$ cat config.mk
export PLATFORM = sky130hd
export DESIGN_NAME = hex_display_seq
export DESIGN_NICKNAME = d
export VERILOG_FILES = /design/src/rtl/hex_display_seq_pkg.sv /design/src/rtl/bcd_seg.sv /design/src/rtl/hex_display_seq.sv
export SDC_FILE = /design/constraint.sdc
export NUM_CORES = 1
export LEC_CHECK = 0
export BUFFER_PORTS_ARGS = -buffer_cell sky130_fd_sc_hd__buf_4
export CAP_MARGIN = 20
export CORE_UTILIZATION = 50
export CTS_CLUSTER_SIZE = 10
export DETAILED_ROUTE_END_ITERATION = 16
export GPL_ROUTABILITY_DRIVEN = 0
export PLACE_DENSITY = 0.75
export SYNTH_ARGS = -nofsm -noshare
export SYNTH_HDL_FRONTEND = slang
export SYNTH_SLANG_ARGS = --single-unit
$ cat constraint.sdc
create_clock -name clk -period 1.5 [get_ports clk]
set_input_delay 0 -clock clk [delete_from_list [all_inputs] [get_ports clk]]
set_output_delay 0 -clock clk [all_outputs]
set_load 0.1 [all_outputs]
$ cat src/rtl/hex_display_seq_pkg.sv
// rtl/hex_display_seq_pkg.sv - segment encodings, FSM states and helpers shared by hex_display_seq
package hex_display_seq_pkg;

  localparam logic [6:0] SEG_BLANK = 7'h7F;
  localparam logic [6:0] SEG_DASH  = 7'h3F;

  // Active-low segments, bit0 = a .. bit6 = g
  localparam logic [6:0] SEG_DIGIT [10] = '{
    7'h40, 7'h79, 7'h24, 7'h30, 7'h19,
    7'h12, 7'h02, 7'h78, 7'h00, 7'h10
  };

  typedef enum logic [1:0] {
    ST_LOAD  = 2'd0,
    ST_SHIFT = 2'd1,
    ST_STORE = 2'd2
  } state_e;

  function automatic longint unsigned pow10(input int n);
    longint unsigned r;
    r = 1;
    for (int i = 0; i < n; i++) r = r * 10;
    return r;
  endfunction

endpackage

$ cat src/rtl/bcd_seg.sv
// rtl/bcd_seg.sv - combinational BCD digit to active-low seven-segment decoder; codes 10-15 blank
module bcd_seg
  import hex_display_seq_pkg::*;
(
  input  logic [3:0] code,
  output logic [6:0] seg
);

  always_comb begin
    seg = SEG_BLANK;
    if (code <= 4'd9) seg = SEG_DIGIT[code];
  end

endmodule

$ cat src/rtl/hex_display_seq.sv
// rtl/hex_display_seq.sv - time-shared double-dabble binary to seven-segment display driver
// Optional leading-zero blanking enabled by defining HEX_DISPLAY_LZB_EN.
module hex_display_seq
  import hex_display_seq_pkg::*;
#(
  parameter int CHANNELS = 2,
  parameter int IN_WIDTH = 6,
  parameter int DIGITS   = 2,
  localparam int CH_W    = (CHANNELS > 1) ? $clog2(CHANNELS) : 1
) (
  input  logic                         clk,
  input  logic                         rst_n,
  input  logic [CHANNELS*IN_WIDTH-1:0] in,
  output logic [CHANNELS*DIGITS*7-1:0] hex,
  output logic [CHANNELS-1:0]          ovf,
  output logic                         upd,
  output logic [CH_W-1:0]              upd_ch
);

  localparam int SH_W  = 4*DIGITS + IN_WIDTH;
  localparam int CNT_W = $clog2(IN_WIDTH + 1);
  localparam longint unsigned LIMIT = pow10(DIGITS);

  state_e                       state_q, state_d;
  logic [CH_W-1:0]              ch_q, ch_d;
  logic [CNT_W-1:0]             cnt_q, cnt_d;
  logic [SH_W-1:0]              sh_q, sh_d;
  logic [IN_WIDTH-1:0]          val_q, val_d;
  logic [CHANNELS*DIGITS*7-1:0] hex_q, hex_d;
  logic [CHANNELS-1:0]          ovf_q, ovf_d;
  logic                         upd_q, upd_d;
  logic [CH_W-1:0]              upd_ch_q, upd_ch_d;

  logic [6:0] seg_raw [DIGITS];

  for (genvar d = 0; d < DIGITS; d++) begin : g_dig
    bcd_seg u_seg (
      .code (sh_q[IN_WIDTH + 4*d +: 4]),
      .seg  (seg_raw[d])
    );
  end

  always_ff @(posedge clk or negedge rst_n) begin
    if (!rst_n) begin
      state_q  <= ST_LOAD;
      ch_q     <= '0;
      cnt_q    <= '0;
      sh_q     <= '0;
      val_q    <= '0;
      hex_q    <= '1;
      ovf_q    <= '0;
      upd_q    <= 1'b0;
      upd_ch_q <= '0;
    end else begin
      state_q  <= state_d;
      ch_q     <= ch_d;
      cnt_q    <= cnt_d;
      sh_q     <= sh_d;
      val_q    <= val_d;
      hex_q    <= hex_d;
      ovf_q    <= ovf_d;
      upd_q    <= upd_d;
      upd_ch_q <= upd_ch_d;
    end
  end

  always_comb begin
    logic [SH_W-1:0] adj;
    logic [6:0]      seg;
    logic            over;
`ifdef HEX_DISPLAY_LZB_EN
    logic            lead;
    lead     = 1'b1;
`endif
    state_d  = state_q;
    ch_d     = ch_q;
    cnt_d    = cnt_q;
    sh_d     = sh_q;
    val_d    = val_q;
    hex_d    = hex_q;
    ovf_d    = ovf_q;
    upd_d    = 1'b0;
    upd_ch_d = upd_ch_q;
    adj      = sh_q;
    seg      = SEG_BLANK;
    over     = 1'b0;
    case (state_q)
      ST_LOAD: begin
        val_d   = in[int'(ch_q)*IN_WIDTH +: IN_WIDTH];
        sh_d    = {{(4*DIGITS){1'b0}}, val_d};
        cnt_d   = CNT_W'(IN_WIDTH);
        state_d = ST_SHIFT;
      end
      ST_SHIFT: begin
        for (int d = 0; d < DIGITS; d++) begin
          if (adj[IN_WIDTH + 4*d +: 4] >= 4'd5)
            adj[IN_WIDTH + 4*d +: 4] = adj[IN_WIDTH + 4*d +: 4] + 4'd3;
        end
        sh_d  = {adj[SH_W-2:0], 1'b0};
        cnt_d = cnt_q - 1'b1;
        if (cnt_q == CNT_W'(1)) state_d = ST_STORE;
      end
      ST_STORE: begin
        // Overflow is judged on the sampled value; the BCD field is truncated.
        over = (64'(val_q) >= LIMIT);
        for (int d = DIGITS - 1; d >= 0; d--) begin
          seg = seg_raw[d];
`ifdef HEX_DISPLAY_LZB_EN
          lead = lead && (sh_q[IN_WIDTH + 4*d +: 4] == 4'd0);
          if (lead && d != 0) seg = SEG_BLANK;
`endif
          if (over) seg = SEG_DASH;
          hex_d[(int'(ch_q)*DIGITS + d)*7 +: 7] = seg;
        end
        ovf_d[ch_q] = over;
        upd_d       = 1'b1;
        upd_ch_d    = ch_q;
        ch_d        = (ch_q == CH_W'(CHANNELS - 1)) ? '0 : ch_q + 1'b1;
        state_d     = ST_LOAD;
      end
      default: state_d = ST_LOAD;
    endcase
  end

  assign hex    = hex_q;
  assign ovf    = ovf_q;
  assign upd    = upd_q;
  assign upd_ch = upd_ch_q;

endmodule

==> results.sh <==
export IMPL_setup_worst_path_class="flop to flop"
export IMPL_multi_input_area_um2=1280
export IMPL_finalNetCount=346
export IMPL_ratio_of_routed_vias_to_standard_cells=5.325
export IMPL_synth_top_flop_cell="dfstp_2"
export IMPL_sequential_cell_area_um2=1336
export IMPL_synthCells=255
export IMPL_startpoint_type="flop"
export IMPL_drive_gt1_share_pct=44.24
export IMPL_synth_most_common_cell="nand2_1"
export IMPL_cellInternalPower_mw=2.525
export IMPL_antenna_left=0
export IMPL_antennaDiodeCount=0
export IMPL_launch_point_of_the_worst_reg_to_reg_path="sh_q[10]$_DFFE_PN0P_"
export IMPL_core_area_um2=5075
export IMPL_clkTransAtPathRegs_ns=0.10
export IMPL_power_density_nw_per_um2=1374
export IMPL_critPathArrivalTime_ns=1.72
export IMPL_worstRegToRegCells=5
export IMPL_first_global_vias=1873
export IMPL_die_height_um=74.46
export IMPL_worstPathMaxFanout=5
export IMPL_antenna_violations_before_repair=0
export IMPL_dpl_instance_area_um2=3158
export IMPL_dieWidth_um=74.46
export IMPL_timing_final_ws_setup_ns=0.008173
export IMPL_post_synth_cell_area_avg_um2=10.29
export IMPL_detail_route_wl_per_cell_um=13.83
export IMPL_hold_viol=0
export IMPL_dr_total_vias=2082
export IMPL_p_sw_share_pct=46.40
export IMPL_synthesized_nets=281
export IMPL_grt_overflow_total=0
export IMPL_setup_violators_final=0
export IMPL_clock_tree_buffer_depth=2
export IMPL_syn_area_um2=2625
export IMPL_fmax_mhz=670.3
export IMPL_finalInstanceArea_um2=3427
export IMPL_final_max_slew_viol_count=0
export IMPL_grt_usage_pct=20.77
export IMPL_tightestPinTransition_ns=0.6318
export IMPL_synthDistinctLibCells=40
export IMPL_synth_area_leaders="dfstp_2, dfrtp_1, nand2_1"
export IMPL_yosysSeqAreaShare_pct=50.91
export IMPL_worst_r2r_setup_slack_ns=0.008
export IMPL_pleak_nw=1.533
export IMPL_boundaryPins=46
export IMPL_tritoncts_num_buffers=5
export IMPL_setup_tns_ns=0
export IMPL_crit_chain="inv_1, ha_2, nand2b_1, a2111o_1, o211ai_1"
export IMPL_cts_tree="done"
export IMPL_critPathMaxStageDelay_ns=0.42
export IMPL_synth_ff_latch_count=52
export IMPL_synthToLayoutAreaGrowth_pct=30.55
export IMPL_critical_path_endpoint_type="flop"
export IMPL_status="finished, final reports clean"
export IMPL_grt_max_degree=53
export IMPL_port_buffers=45
export IMPL_hold_startpoint="in[0]"
export IMPL_placement_rows=26
export IMPL_effective_utilization_at_floorplan_pct=51.73
export IMPL_synth_cells_most_frequent="nand2_1, dfstp_2, dfrtp_1"
export IMPL_cts_htree_levels=2
export IMPL_fin_util_pct=67.53
export IMPL_comb_power_share_pct=42.1
export IMPL_worst_path_buf_inv=1
export IMPL_max_cap_viol_count=0
export IMPL_min_path_cells=3
export IMPL_clock_skew_final_ns=0.008036
export IMPL_drc_errors=0
export IMPL_cpMaxStageDelayCell="a2111o_1"
export IMPL_synthArstFlopShare_pct=100.0
export IMPL_finalWorstPathRequiredPeriod_ns=1.492
export IMPL_wl_mm=5.406
export IMPL_worst_path_dominant_cell_family="compound AO/OA/AOI/OAI gates"
export IMPL_detailedPlace_worstSlack_ns=-0.03260
export IMPL_required_ns=1.72
export IMPL_final_fill_count=384
export IMPL_setup_repair_after_global_routing_missed_its_margin="true"
export IMPL_post_route_period_util_pct=99.46
export IMPL_cts_root_buffer_cell="clkbuf_8"
export IMPL_synth_top_cell_area_share_pct=28.03
export IMPL_synth_enable_flop_cells=0
export IMPL_timing_max_slew_rel_slack_pct=57.88
export IMPL_worstReg2RegEnd="sh_q[11]$_DFFE_PN0P_"
export IMPL_worst_ir_drop_vdd_mv=0.8625
export IMPL_synth_top_area_cell="dfstp_2"
export IMPL_first_iter_violations=146
export IMPL_detailedPlacementHpwl_mm=3.587
export IMPL_power_frac_seq_pct=38.9
export IMPL_clock_latency_ns=0.31
export IMPL_grt_pass1_wl_mm=8.776
export IMPL_power_switching_mw=2.186
export IMPL_dieArea_um2=5544
export IMPL_dr_pass1_iters=4
export IMPL_pwr_share_clk_pct=19.0
export IMPL_worstHoldPathType="input pin to flop"
export IMPL_whs_endpoint="sh_q[0]$_DFFE_PN0P_"
export IMPL_cts_sinks=52
export IMPL_yosys_warnings=0
stage by stage:
step                      hold WS, ns  instances  total power [mW]
after global placement        0.06588        379             3.828
after floorplan               -0.2956        255             3.486
final                         0.02980        391             4.710
after global routing          0.09723        391             4.915
after CTS                     0.02931        389             4.754
after detailed placement      0.06950        379             3.850
placed cells by master, fill, tap and decap left out, drive strengths merged, types with 6 or more instances in the layout:
cell	count
ha	12
buf	72
o21ai	34
inv	13
nand2	44
clkbuf	6
dfstp	28
dfrtp	24
mux2i	6
nor2	8
area by class of cell:
type / count / share of cell area (%)
clock buffers: 6 / 2.738
clock inverters: 2 / 0.3286
inverters: 12 / 1.387
multi-input cells: 176 / 37.35
flip-flops and latches: 52 / 38.99
well taps: 70 / 2.556
repair buffers: 73 / 16.65
per-layer routing:
layer | vias up | GRT usage [%] | wire length, µm
li1 | 1024 | - | -
met1 | 990 | 28.37 | 2536
met2 | 64 | 32.73 | 2548
met3 | 4 | 4.336 | 271
met4 | 0 | 7.547 | 50
met5 | - | 0 | 0
worst min-delay path, delay by kind of cell:
| kind | cells | cell delay, ns |
|---|---|---|
| compound gates | 1 | 0.18 |
| buf+inv | 1 | 0.07 |
| mux | 1 | 0.06 |
how the worst max path moves through the flow:
| stage | startpoint | end | slack, ns | cells past startpoint |
|---|---|---|---|---|
| 2_1_floorplan | sh_q[6]$_DFFE_PN0P_ | hex[16]$_DFFE_PN1P_ | 0.04 | 5 |
| 6_report | sh_q[10]$_DFFE_PN0P_ | sh_q[11]$_DFFE_PN0P_ | 0.008 | 5 |
| 5_1_grt | sh_q[6]$_DFFE_PN0P_ | hex[14]$_DFFE_PN1P_ | -0.05 | 6 |
| 3_3_place_gp | sh_q[7]$_DFFE_PN0P_ | hex[14]$_DFFE_PN1P_ | -0.02 | 5 |
| 3_5_place_dp | sh_q[7]$_DFFE_PN0P_ | hex[14]$_DFFE_PN1P_ | -0.03 | 5 |
| 4_1_cts | sh_q[6]$_DFFE_PN0P_ | sh_q[10]$_DFFE_PN0P_ | -0.01 | 6 |
logic make-up (layout without fill, tap and decap cells):
logic type	after synthesis	in the layout	synth area share (%)
fa+ha+maj	12	12	5.720
xor+xnor	2	2	0.6674
mux	11	11	4.433
flops	52	52	50.91
compound gates	75	75	19.64
simple gates	76	76	13.68
buf+inv	27	93	4.957
flip-flops by register name, summed over array words and instances, names as in the netlist:
name and count:
cnt_q 3, upd_ch 1, sh_q 14, ch_q 1, hex 28, upd 1
state_q 2, ovf 2
power by group through the flow:
stage	logic, mW	clock network, mW	registers (mW)
2_1_floorplan	0.179	0	3.31
3_3_place_gp	1.97	0	1.86
3_5_place_dp	1.99	0	1.86
4_1_cts	1.99	0.928	1.84
5_1_grt	2.06	0.991	1.86
6_report	1.98	0.893	1.83
what timing repair did:
action,in CTS,in global routing
resized for setup,9,19
setup buffers,1,2
hold endpoints to repair,24,0
hold buffers,1,0
pin swaps,1,10
setup endpoints to repair,10,25
Power figures use the tool's default switching activity.
